File: src/rtl/fetch_queue_pkg.sv
// Shared types and constants for the instruction fetch queue.
// Included by the ring storage and the queue controller.
package fetch_queue_pkg;

  localparam int unsigned FQ_XLEN    = 64;
  localparam int unsigned FQ_ILEN    = 32;
  localparam int unsigned INST_BYTES = 4;

  // An all-zero instruction word stops the fetcher once it has been enqueued.
  localparam logic [31:0] INST_HALT = 32'h0;

  typedef struct packed {
    logic [FQ_XLEN-1:0] pc;
    logic [FQ_ILEN-1:0] inst;
  } fetch_entry_t;

  typedef enum logic [1:0] {
    RUN  = 2'd0,
    HALT = 2'd1,
    ERR  = 2'd2
  } fq_state_t;

endpackage

File: src/rtl/fetch_queue_ring.sv
// Entry storage for the fetch queue: one synchronous write port and one
// asynchronous read port. Contents are deliberately not reset.
module fq_ring
  import fetch_queue_pkg::*;
#(
  parameter int unsigned DEPTH   = 4,
  parameter type         entry_t = fetch_entry_t,
  localparam int unsigned AW     = (DEPTH > 1) ? $clog2(DEPTH) : 1
) (
  input  logic          clk_i,
  input  logic          we_i,
  input  logic [AW-1:0] waddr_i,
  input  entry_t        wdata_i,
  input  logic [AW-1:0] raddr_i,
  output entry_t        rdata_o
);

  entry_t mem_q [DEPTH];

  always_ff @(posedge clk_i) begin
    if (we_i) begin
      mem_q[waddr_i] <= wdata_i;
    end
  end

  assign rdata_o = mem_q[raddr_i];

endmodule

File: src/rtl/fetch_queue.sv
// Instruction fetch queue: walks the PC, buffers {pc, inst} pairs for ID,
// and handles EX redirects, halt instructions and misaligned targets.
module fetch_queue
  import fetch_queue_pkg::*;
#(
  parameter int unsigned DEPTH = 4,
  parameter int unsigned XLEN  = 64,
  parameter int unsigned ILEN  = 32
) (
  input  logic                     clk,
  input  logic                     reset,
  input  logic [XLEN-1:0]          entry,
  output logic [XLEN-1:0]          fetch_pc,
  input  logic                     fetch_ready,
  input  logic [ILEN-1:0]          fetch_inst,
  output logic                     out_valid,
  output logic [XLEN-1:0]          out_pc,
  output logic [ILEN-1:0]          out_inst,
  input  logic                     out_take,
  input  logic                     redirect_valid,
  input  logic [XLEN-1:0]          redirect_pc,
  output logic [$clog2(DEPTH):0]   count,
  output logic                     halted,
  output logic                     misalign
);

  localparam int unsigned PW = $clog2(DEPTH);
  localparam int unsigned CW = PW + 1;

  typedef struct packed {
    logic [XLEN-1:0] pc;
    logic [ILEN-1:0] inst;
  } entry_t;

  fq_state_t       state_q, state_d;
  logic [XLEN-1:0] fetch_pc_q, fetch_pc_d;
  logic [PW-1:0]   head_q, head_d;
  logic [PW-1:0]   tail_q, tail_d;
  logic [CW-1:0]   count_q, count_d;

  logic   full;
  logic   deq;
  logic   enq;
  logic   halt_inst;
  entry_t wr_entry;
  entry_t rd_entry;

  // Handshakes: an entry moves to ID when out_take && out_valid in the same
  // cycle; the icache word is consumed when enq is high, never otherwise.
  always_comb begin : handshake
    full      = (count_q == CW'(DEPTH));
    deq       = out_take && (count_q != '0);
    halt_inst = (fetch_inst == ILEN'(INST_HALT));
    enq       = fetch_ready && (state_q == RUN) && !redirect_valid && (!full || deq);
  end

  always_comb begin : fsm_next
    state_d = state_q;
    if (redirect_valid) begin
      // ERR is only left through reset, so an aligned redirect keeps it.
      if (redirect_pc[1:0] != 2'b00) begin
        state_d = ERR;
      end else if (state_q == HALT) begin
        state_d = RUN;
      end
    end else if (enq && halt_inst) begin
      state_d = HALT;
    end
  end

  always_comb begin : datapath_next
    fetch_pc_d = fetch_pc_q;
    head_d     = head_q;
    tail_d     = tail_q;
    count_d    = count_q;
    if (redirect_valid) begin
      fetch_pc_d = redirect_pc;
      head_d     = '0;
      tail_d     = '0;
      count_d    = '0;
    end else begin
      if (enq) begin
        tail_d     = tail_q + 1'b1;
        fetch_pc_d = fetch_pc_q + XLEN'(INST_BYTES);
      end
      if (deq) begin
        head_d = head_q + 1'b1;
      end
      if (enq && !deq) begin
        count_d = count_q + 1'b1;
      end else if (deq && !enq) begin
        count_d = count_q - 1'b1;
      end
    end
  end

  always_ff @(posedge clk) begin
    if (reset) begin
      state_q    <= RUN;
      fetch_pc_q <= entry;
      head_q     <= '0;
      tail_q     <= '0;
      count_q    <= '0;
    end else begin
      state_q    <= state_d;
      fetch_pc_q <= fetch_pc_d;
      head_q     <= head_d;
      tail_q     <= tail_d;
      count_q    <= count_d;
    end
  end

  assign wr_entry = '{pc: fetch_pc_q, inst: fetch_inst};

  fq_ring #(
    .DEPTH   (DEPTH),
    .entry_t (entry_t)
  ) u_ring (
    .clk_i   (clk),
    .we_i    (enq && !reset),
    .waddr_i (tail_q),
    .wdata_i (wr_entry),
    .raddr_i (head_q),
    .rdata_o (rd_entry)
  );

  assign fetch_pc  = fetch_pc_q;
  assign count     = count_q;
  assign out_valid = (count_q != '0);
  assign out_pc    = rd_entry.pc;
  assign out_inst  = rd_entry.inst;
  assign halted    = (state_q == HALT);
  assign misalign  = (state_q == ERR);

endmodule
File: config.mk
export PLATFORM = sky130hd
export DESIGN_NAME = fetch_queue
export DESIGN_NICKNAME = d
export VERILOG_FILES = /design/src/rtl/fetch_queue_pkg.sv /design/src/rtl/fetch_queue_ring.sv /design/src/rtl/fetch_queue.sv
export SDC_FILE = /design/constraint.sdc
export NUM_CORES = 1
export LEC_CHECK = 0
export ABC_AREA = 1
export CAP_MARGIN = 5
export CORE_MARGIN = 1.5
export CORE_UTILIZATION = 58
export DETAILED_ROUTE_END_ITERATION = 7
export GPL_TIMING_DRIVEN = 1
export PLACE_DENSITY = 0.9
export SETUP_SLACK_MARGIN = 0.5
export SLEW_MARGIN = 40
export SYNTH_ARGS = -nofsm -noshare
export SYNTH_HDL_FRONTEND = slang
export SYNTH_SLANG_ARGS = --single-unit
File: constraint.sdc
create_clock -name clk -period 31.6 [get_ports clk]
set_clock_uncertainty 0.1 [all_clocks]
set_input_delay 6.32 -clock clk [delete_from_list [all_inputs] [get_ports clk]]
set_output_delay 6.32 -clock clk [all_outputs]
set_load 0.005 [all_outputs]
Yosys cells after proc, flatten, opt, wreduce, memory -nomap -nowiden
Memories as Yosys holds them, arrays and structs flattened. A register that Yosys moved wholly into a read port is not among the register bits.
Cells that the tools add are included.
{ "word_totals": {"reg_bits": 73, "latchBits": 0, "mem_bits_rw": 384, "rom_bits": 0, "inputBits": 165, "output_inout_bits": 166, "word_cells": 51, "n_memories": 1} }
{ "op_classes": {"add_sub_neg": 5, "n_mul": 0, "n_div": 0, "magnitude_cmp": 0, "n_eq_ne": 4, "shifts": 0, "muxes": 13, "n_bitwise": 0, "n_reduce_logical": 23} }
{ "memory_table": {"columns": ["memory", "words", "width", "rd", "rd_clocked_by_memory_dff", "write_ports", "line", "text"], "rows": [
  ["u_ring.mem_q", 4, 96, 1, 1, 1, "fetch_queue_ring.sv:18", "entry_t mem_q [DEPTH];"]
]} }
{ "ops": {"columns": ["operator", "count"], "rows": [
  ["$mux 64", 3],
  ["$add 64x3->64 const B", 1],
  ["$logic_not 32->1", 1],
  ["$mux 2", 6],
  ["$logic_and 1x1->1", 8],
  ["$mux 3", 2],
  ["$reduce_bool 2->1", 3],
  ["$reduce_bool 3->1", 2],
  ["$logic_not 1->1", 5],
  ["$add 2x1->2 const B", 2],
  ["$add 3x1->3 const B", 1],
  ["$eq 3x3->1 const B", 1],
  ["$ne 3x1->1 const B", 1],
  ["$sub 3x1->3 const B", 1],
  ["$eq 2x1->1 const B", 1],
  ["$eq 2x2->1 const B", 1],
  ["$logic_not 2->1", 1],
  ["$mux 1", 2],
  ["$reduce_and 2->1", 1],
  ["$reduce_or 2->1", 1],
  ["$logic_or 1x1->1", 1]
]} }

Depth between registers and ports, before layout
Gate-level depths: netlist (run 1).
{ "logic_depth": {"depth_word": 8, "ltp_mapped": 14, "mapped_depth_nobuf": 13} }

Cells and area by module
Synthesis (run 1) repeated with hierarchy kept, for this count alone.
{ "hier_totals": {"hier_cells": 2413, "area_unflattened_um2": 22016.1} }
{ "modules_own_cells": {"columns": ["mod", "instances", "cells_each", "area_each_um2", "seq_area_each_um2"], "rows": [
  ["fq_ring", 1, 1512, 16077.9, 11531.1],
  ["fetch_queue", 1, 901, 5938.2, 2102.0]
]} }

Worst setup path after synthesis (run 1)
OpenSTA, ideal clock, no wires.
{ "synth_timing": {"path_type": "input -> register", "start": "input port reset", "end": "memory u_ring.mem_q[0][0] (netlist bit) (enable)", "setup_ns": 0.688, "arrival_ns": 13.859, "required_ns": 30.812, "setup_slack_ns": 16.953, "stages": 4, "n_path_buf": 3, "path_cell_list": "buf_2 > buf_2 > buf_1 > nor3b_1"} }
{ "synth_via": {"elab_chain_len": 4} }
{ "synth_lines": {"columns": ["item", "line", "text"], "rows": [
  ["start: declaration", "fetch_queue.sv:11", "input logic reset,"],
  ["$logic_not 1->1", "fetch_queue.sv:120", ".we_i (enq && !reset),"],
  ["$logic_and 1x1->1", "fetch_queue.sv:120", null],
  ["$mux 1", "fetch_queue_ring.sv:21", "if (we_i) begin"],
  ["$mux 1 (implied by the code)", "fetch_queue_ring.sv:22", "mem_q[waddr_i] <= wdata_i;"],
  ["end: declaration", "fetch_queue_ring.sv:18", null]
]} }
Every way passes these cells.

==> results of run 1 <==
power by group:
group,internal [uW],switching (uW)
sequential,693,31.4
combinational,64.2,63.1
clock,314,218
total,1070,313
through the flow:
stage | cells | area (um2) | setup slack, ns | hold WS, ns
after detailed placement | 2564 | 23900 | 22.08 | 0.365
after CTS | 2640 | 25300 | 21.51 | 0.377
final | 2641 | 25300 | 21.61 | 0.382
after global placement | 2564 | 23800 | 21.94 | 0.347
after floorplan | 1853 | 20200 | 16.95 | 0.336
after global routing | 2641 | 25300 | 21.44 | 0.402
worst max-delay path by stage:
stage                         start            endpoint  cells after the start
after global placement    flip-flop          out_pc[40]                      5
after global routing      flip-flop          out_pc[61]                      6
final                     flip-flop          out_pc[41]                      6
after detailed placement  flip-flop          out_pc[61]                      5
after CTS                 flip-flop          out_pc[63]                      5
after floorplan               reset  u_ring.mem_q[0][0]                      4
cells in the mapped netlist (5+ instances only):
| library cell | instances | area [um2] |
|---|---|---|
| o21ai_0 | 205 | 1030 |
| nand4_1 | 6 | 37.5 |
| a21oi_1 | 8 | 40.0 |
| nand2_1 | 321 | 1200 |
| inv_1 | 97 | 364 |
| nand3_1 | 131 | 656 |
| nor2_1 | 310 | 1160 |
| xor2_1 | 15 | 131 |
| buf_2 | 24 | 120 |
| buf_1 | 10 | 37.5 |
| nand2_2 | 12 | 75.1 |
| o22ai_1 | 96 | 601 |
| nand2_4 | 5 | 56.3 |
| edfxtp_1 | 448 | 13500 |
| o21bai_1 | 28 | 210 |
| clkbuf_1 | 56 | 210 |
| o211ai_1 | 13 | 97.6 |
| xnor2_1 | 7 | 61.3 |
| ha_1 | 6 | 75.1 |
| nor2_2 | 14 | 87.6 |
| nor2_4 | 6 | 67.6 |
| dfxtp_1 | 11 | 220 |
per-layer routing:
layer  vias to the layer above  wire length (um)  track usage, %
met5                         -                26               0
met4                         4              2390            14.1
met1                      7515             22400            43.1
met3                       166              5700            5.05
met2                      1012             27600            51.8
li1                       7116                 -               -
kinds of logic after synthesis:
| kind of cell | Yosys count | synth area share, % |
|---|---|---|
| AOI/OAI and AO/OA | 354 | 9.90 |
| xor gates and xnor gates | 22 | 0.954 |
| buffers and inverters | 193 | 3.79 |
| adders and majority gates | 7 | 0.471 |
| DFF | 459 | 67.7 |
| and+or+nand+nor | 818 | 17.2 |
worst max-delay path, stage by stage (launching register included):
cell and delay, ns:
dfxtp_4 0.51, buf_12 0.26, inv_6 0.49, buf_6 0.55, o21ai_0 0.17, o22ai_1 0.27
clkdlybuf4s50_1 0.56
flip-flops by register name, summed over array words and instances (netlist names), named ones only:
signal        flops
count             3
head_q            2
fetch_pc         64
u_ring.mem_q    384
state_q           2
tail_q            2
final cells by class:
class                      count  area (um2)
clock inverter                22         264
tap                          455         569
fill                        2232        9030
multi-input combinational   1201        5780
inverter                     101         387
clock buffer                  54        1180
timing repair buffer         349        3480
sequential                   459       13700
==> impl_metrics.py, run 1 <==
metrics = {
    "routing": {
        "ant_nets": 0,
        "drt_wl_total_um": 58100,
        "wl_per_cell_um": 22.0,
        "drt_iter0_markers": 2010,
        "avgViaCountPerCell": 5.99,
        "drc": 0,
        "route.vias.total": 15800,
        "firstDrtPassIters": 8,
    },
    "logic_synthesis": {
        "synthFlopType": "edfxtp_1",
        "syn_nets": 2025,
        "synth-edff-count": 448,
        "synth-seq-cells": 459,
        "seq_area_frac_synth_pct": 67.7,
        "netlist_area_um2": 20200,
        "synthCells": 1853,
        "yosysWarnings": 0,
        "synth.avg_cell_area_um2": 10.9,
        "synth_cell_type_count": 34,
        "ys_async_sr_fraction_pct": 0,
    },
    "global_route": {
        "grt_max_degree": 105,
        "overflow": 0,
        "grt_usage_pct": 32.0,
        "antenna_found_initial": 2,
        "grt_pass1_vias": 15400,
        "grt_pass1_wl_um": 87000,
    },
    "place": {
        "gp_congestion": 0.973,
        "dpl.hpwl_um": 37800,
        "port_buffers": 330,
    },
    "clock_tree": {
        "cts_hold_buf": 0,
        "numClockSinks": 459,
        "clock_latency_ns": 0.55,
        "cts_resized": 0,
        "tritoncts": "built",
        "postCtsSetupBuffers": 0,
        "cts_buffers": 45,
        "clockBufferDepth": 3,
        "clk_pin_slew_ns": 0.06,
        "cts_max_level": 2,
        "root_buffer": "clkbuf_16",
    },
    "die": {
        "die_h_um": 190,
        "fp-row-count": 68,
        "dieArea_um2": 35900,
        "dieWidth_um": 190,
        "coreArea_um2": 34400,
        "ios": 331,
        "start_util_pct": 58.7,
    },
    "sta": {
        "worstMarginPinSlew_ns": 0.852,
        "setup_viol": 0,
        "fin_setup_tns_ns": 0,
        "finalCriticalPeriod_ns": 9.99,
        "final_hold_viol_count": 0,
        "grt_setup_unrepaired": "no",
        "slew_violations": 0,
        "period_share_pct": 31.6,
        "fmax_mhz": 100,
        "max_slew_margin_pct": 43.2,
    },
    "pwr": {
        "finalPower_uw": 1380,
        "p_per_area_nw_per_um2": 54.6,
        "power.leakage_uw": 0.00909,
        "max-vdd-ir-drop_mv": 0.0365,
    },
    "finish": {
        "area_growth_pct": 25.5,
        "diodes": 0,
        "final_cell_mix": "edfxtp_1, clkdlybuf4s50_1, nand2_1",
        "drive_gt1_share_pct": 6.04,
        "layout_commonest_cell": "edfxtp_1",
        "nets": 2329,
        "final_core_util_pct": 73.7,
    },
    "worst_setup_path": {
        "endpoint_kind": "output port",
        "arrival_ns": 3.57,
        "rrSetupSlack_ns": 28.46,
        "cp_data_required_time_ns": 25.18,
        "worstReg2RegStart": "count[0]",
        "crit_type": "flip-flop to output port",
        "r2r_end": "u_ring.mem_q[3][79]",
        "worst_r2r_path_depth": 8,
        "setup.worst_path.start_class": "flip-flop",
        "crit_fanout": 97,
    },
    "run_status": {
        "outcome": "finished, final reports clean",
    },
    "worst_hold_path": {
        "hp-class": "flip-flop to flip-flop",
        "min_path_cells": 2,
        "hp-start": "head_q[1]",
    },
    "flow_run": {
        "cap_violations": 0,
    },
}
No activity file was read; power rests on OpenSTA's default activity.
==> inputs of run 2 (changes only) <==
--- a/config.mk
+++ b/config.mk
@@ -8,10 +8,10 @@
 export ABC_AREA = 1
 export CAP_MARGIN = 5
 export CORE_MARGIN = 1.5
-export CORE_UTILIZATION = 58
+export CORE_UTILIZATION = 49
 export DETAILED_ROUTE_END_ITERATION = 7
 export GPL_TIMING_DRIVEN = 1
-export PLACE_DENSITY = 0.9
+export PLACE_DENSITY = 0.81
 export SETUP_SLACK_MARGIN = 0.5
 export SLEW_MARGIN = 40
 export SYNTH_ARGS = -nofsm -noshare
==> constraint.sdc (replaced) <==
create_clock -name clk -period 8.5 [get_ports clk]
set_clock_uncertainty 0.1 [all_clocks]
set_input_delay 1.7 -clock clk [delete_from_list [all_inputs] [get_ports clk]]
set_output_delay 1.7 -clock clk [all_outputs]
set_load 0.005 [all_outputs]
==> impl_metrics.py, run 2 (synthesis gave the netlist of run 1 again) <==
metrics = {
    "run_status": {
        "outcome": "finished, final reports clean",
    },
    "worst_setup_path": {
        "setup.worst_path.start_class": "flip-flop",
        "arrival_ns": 3.36,
        "cp_data_required_time_ns": 6.70,
        "crit_fanout": 64,
        "rrSetupSlack_ns": 5.37,
        "crit_type": "flip-flop to output port",
        "endpoint_kind": "output port",
    },
    "clock_tree": {
        "cts_max_level": 2,
        "tritoncts": "built",
        "clockBufferDepth": 3,
        "numClockSinks": 459,
        "root_buffer": "clkbuf_16",
        "cts_buffers": 45,
        "clk_pin_slew_ns": 0.06,
        "cts_resized": 0,
        "clock_latency_ns": 0.57,
        "postCtsSetupBuffers": 0,
        "cts_hold_buf": 0,
    },
    "global_route": {
        "grt_usage_pct": 26.5,
        "antenna_found_initial": 4,
        "grt_pass1_wl_um": 84600,
        "grt_max_degree": 114,
        "grt_pass1_vias": 14400,
        "overflow": 0,
    },
    "die": {
        "dieArea_um2": 42400,
        "ios": 331,
        "dieWidth_um": 206,
        "start_util_pct": 49.6,
        "coreArea_um2": 40700,
        "die_h_um": 206,
        "fp-row-count": 74,
    },
    "routing": {
        "avgViaCountPerCell": 5.66,
        "route.vias.total": 15400,
        "wl_per_cell_um": 21.0,
        "firstDrtPassIters": 8,
        "ant_nets": 0,
        "drc": 0,
        "drt_wl_total_um": 57200,
        "drt_iter0_markers": 1506,
    },
    "sta": {
        "fmax_mhz": 194,
        "fin_hold_ws_ns": 0.360,
        "grt_setup_unrepaired": "no",
        "slew_violations": 0,
        "final_hold_viol_count": 0,
        "worstMarginPinSlew_ns": 0.824,
        "finalCriticalPeriod_ns": 5.16,
        "setup_viol": 0,
        "max_slew_margin_pct": 45.0,
        "period_share_pct": 60.7,
    },
    "pwr": {
        "power.leakage_uw": 0.00913,
        "p_per_area_nw_per_um2": 201,
        "max-vdd-ir-drop_mv": 0.131,
    },
    "finish": {
        "drive_gt1_share_pct": 6.47,
        "area_growth_pct": 26.3,
        "regMostFlops": "u_ring.mem_q",
        "layout_commonest_cell": "edfxtp_1",
        "nets": 2332,
        "final_core_util_pct": 62.6,
        "final_cell_mix": "edfxtp_1, clkdlybuf4s50_1, nand2_1",
        "largest_reg_flops": 384,
        "nFillCells": 3155,
    },
    "place": {
        "port_buffers": 330,
        "gp_congestion": 0.974,
        "dpl.hpwl_um": 38600,
    },
    "worst_hold_path": {
        "hp-class": "flip-flop to flip-flop",
    },
    "flow_run": {
        "cap_violations": 0,
    },
}
==> run 2: cell types whose count changed in the layout (fill, tap and decap cells not counted), sizes merged <==
cell and change:
bufinv -1, clkbuf -3, diode +1, clkinv +10
buf +4
==> run 2: per-stage QoR <==
stage / TNS, ns / cell area [um2] / setup slack (ns) / total power (uW) / cells
final: 0 / 25500 / 3.34 / 5120 / 2729
after global routing: 0 / 25500 / 3.25 / 5280 / 2728
after CTS: 0 / 25400 / 2.82 / 5140 / 2725
after detailed placement: 0 / 24000 / 3.44 / 3210 / 2642
after global placement: 0 / 24000 / 3.54 / 3190 / 2642
after floorplan: -439.91 / 20200 / -1.53 / 2880 / 1853
==> run 2: final timing paths <==
path / startpoint / to / depth (start not counted)
hold / removal: head_q[1] / flip-flop / 2
setup reg to reg: count[0] / u_ring.mem_q[2][67] / 9
hold reg to reg: head_q[1] / flip-flop / 2
setup / recovery: flip-flop / out_pc[43] / 5
==> run 2: report_power, final <==
part	total [uW]	leakage [uW]	switching (uW)	internal [uW]
combinational	474	0.00419	233	241
sequential	2690	0.00424	114	2580
clock	1960	0.000712	831	1130
total	5120	0.00913	1180	3950
==> run 2: worst max-delay path, stage by stage, from the launching register on <==
cell	delay [ns]
dfxtp_4	0.47
inv_2	0.50
buf_4	0.65
o21ai_0	0.25
o22ai_1	0.24
clkdlybuf4s50_1	0.57
==> run 2: routing by layer <==
metal | up-vias | track usage (%) | part of all wire (%)
met1 | 7464 | 36.6 | 41
met4 | 6 | 9.06 | 3.1
met3 | 106 | 4.13 | 7.9
li1 | 7140 | - | -
met2 | 725 | 42.8 | 48
met5 | - | 0 | 0.068
==> run 2: area by class of cell <==
type                       instances  area [um2]  share of cell area, %
clock buffer                      52        1150                   4.52
clock inverter                    31         298                   1.17
tap                              532         666                   2.61
multi-input combinational       1201        5790                   22.7
timing repair buffer             352        3520                   13.8
inverter                         101         387                   1.52
sequential                       459       13700                   53.7
antenna                            1        2.50                0.00981
==> inputs of run 3 (changes only) <==
==> constraint.sdc (replaced) <==
create_clock -name clk -period 4.2 [get_ports clk]
set_clock_uncertainty 0.1 [all_clocks]
set_input_delay 0.84 -clock clk [delete_from_list [all_inputs] [get_ports clk]]
set_output_delay 0.84 -clock clk [all_outputs]
set_load 0.005 [all_outputs]
==> impl_metrics.py, run 3 (synthesis gave the netlist of run 1 again) <==
metrics = {
    "run_status": {
        "outcome": "finished, final reports clean",
    },
    "worst_setup_path": {
        "endpoint_kind": "output port",
        "setup.worst_path.start_class": "flip-flop",
        "crit_type": "flip-flop to output port",
        "cp_data_required_time_ns": 3.26,
        "crit_fanout": 31,
        "arrival_ns": 2.62,
    },
    "clock_tree": {
        "cts_buffers": 46,
        "cts_max_level": 2,
        "clk_pin_slew_ns": 0.06,
        "tritoncts": "built",
        "clockBufferDepth": 3,
        "root_buffer": "clkbuf_16",
        "clock_latency_ns": 0.56,
        "numClockSinks": 459,
        "cts_hold_buf": 0,
    },
    "sta": {
        "max_slew_margin_pct": 45.1,
        "fmax_mhz": 281,
        "final_hold_viol_count": 0,
        "slew_violations": 0,
        "fin_setup_tns_ns": 0,
        "worstMarginPinSlew_ns": 0.822,
        "finalCriticalPeriod_ns": 3.56,
        "setup_viol": 0,
        "period_share_pct": 84.9,
        "grt_setup_unrepaired": "no",
    },
    "finish": {
        "nets": 2347,
        "area_growth_pct": 27.3,
        "layout_commonest_cell": "edfxtp_1",
        "regMostFlops": "u_ring.mem_q",
        "regArea_um2": 13700,
        "fin_area_um2": 25700,
        "multi_input_area_um2": 5810,
        "drive_gt1_share_pct": 7.07,
        "nFillCells": 3133,
        "largest_reg_flops": 384,
        "final_cell_mix": "edfxtp_1, clkdlybuf4s50_1, nand2_1",
        "diodes": 0,
    },
    "place": {
        "gp_congestion": 0.952,
        "dpl.hpwl_um": 39600,
        "port_buffers": 330,
        "placed_area_um2": 24300,
    },
    "routing": {
        "ant_nets": 0,
        "route.vias.total": 15400,
        "drc": 0,
        "wl_per_cell_um": 21.1,
        "avgViaCountPerCell": 5.64,
        "drt_iter0_markers": 1523,
        "firstDrtPassIters": 5,
        "drt_wl_total_um": 57900,
    },
    "pwr": {
        "p_per_area_nw_per_um2": 400,
        "power.leakage_uw": 0.00923,
        "max-vdd-ir-drop_mv": 0.240,
    },
    "global_route": {
        "grt_pass1_wl_um": 85400,
        "grt_max_degree": 111,
        "overflow": 0,
        "grt_usage_pct": 26.9,
        "antenna_found_initial": 0,
        "grt_pass1_vias": 14600,
    },
    "die": {
        "die_h_um": 206,
        "coreArea_um2": 40700,
        "ios": 331,
        "dieArea_um2": 42400,
        "start_util_pct": 49.6,
        "fp-row-count": 74,
        "dieWidth_um": 206,
    },
    "flow_run": {
        "cap_violations": 0,
    },
    "worst_hold_path": {
        "hp-class": "flip-flop to flip-flop",
    },
}
## run 3: critical path, cell delays in order (launching register included)
cell             delay, ns
dfxtp_4               0.59
buf_4                 0.40
o21ai_0               0.17
o22ai_1               0.33
clkdlybuf4s50_1       0.57
## run 3: path summary, 6_finish.rpt
kind | startpoint | end | slack [ns] | cells past startpoint
setup reg to reg | count[0] | u_ring.mem_q[0][74] | 1.43 | 7
hold / removal | head_q[0] | head_q[0] | 0.38 | 1
setup / recovery | flip-flop | out_pc[6] | 0.64 | 4
hold reg to reg | head_q[0] | head_q[0] | 0.38 | 1
## run 3: layer usage
metal  part of all wire (%)  GRT usage [%]
met1                     41           37.3
met2                     48           43.2
met3                    8.2           3.77
met4                    3.5           10.2
met5                      0              0
## run 3: cell type report
cell class | count | area share [%]
flip-flops and latches | 459 | 53.2
clock buffers | 58 | 4.74
multi-input cells | 1201 | 22.6
well taps | 532 | 2.59
repair buffers | 366 | 14.6
clock inverters | 21 | 0.691
inverters | 101 | 1.51
## run 3: report_power, final
group,total [uW],switching [uW],internal [uW]
registers,5460,241,5220
clock network,3840,1660,2180
logic,967,472,495
## run 3: through the flow
stage | std cells | setup WS (ns) | hold WS (ns) | util, % | power (uW)
after floorplan | 1853 | 0.00202 | 0.336 | - | 5820
final | 2738 | 0.636 | 0.379 | 63.1 | 10300
after detailed placement | 2658 | 0.807 | 0.369 | 59.6 | 6510
after global placement | 2658 | 0.828 | 0.338 | 59.6 | 6480
after global routing | 2738 | 0.529 | 0.394 | 63.1 | 10600
after CTS | 2738 | 0.506 | 0.384 | 63.0 | 10300
## run 3: timing repair
item | in CTS | in global routing
setup endpoints to repair | 2 | 11
setup buffers | 1 | 0
hold endpoints to repair | 0 | 0
resized for setup | 0 | 4
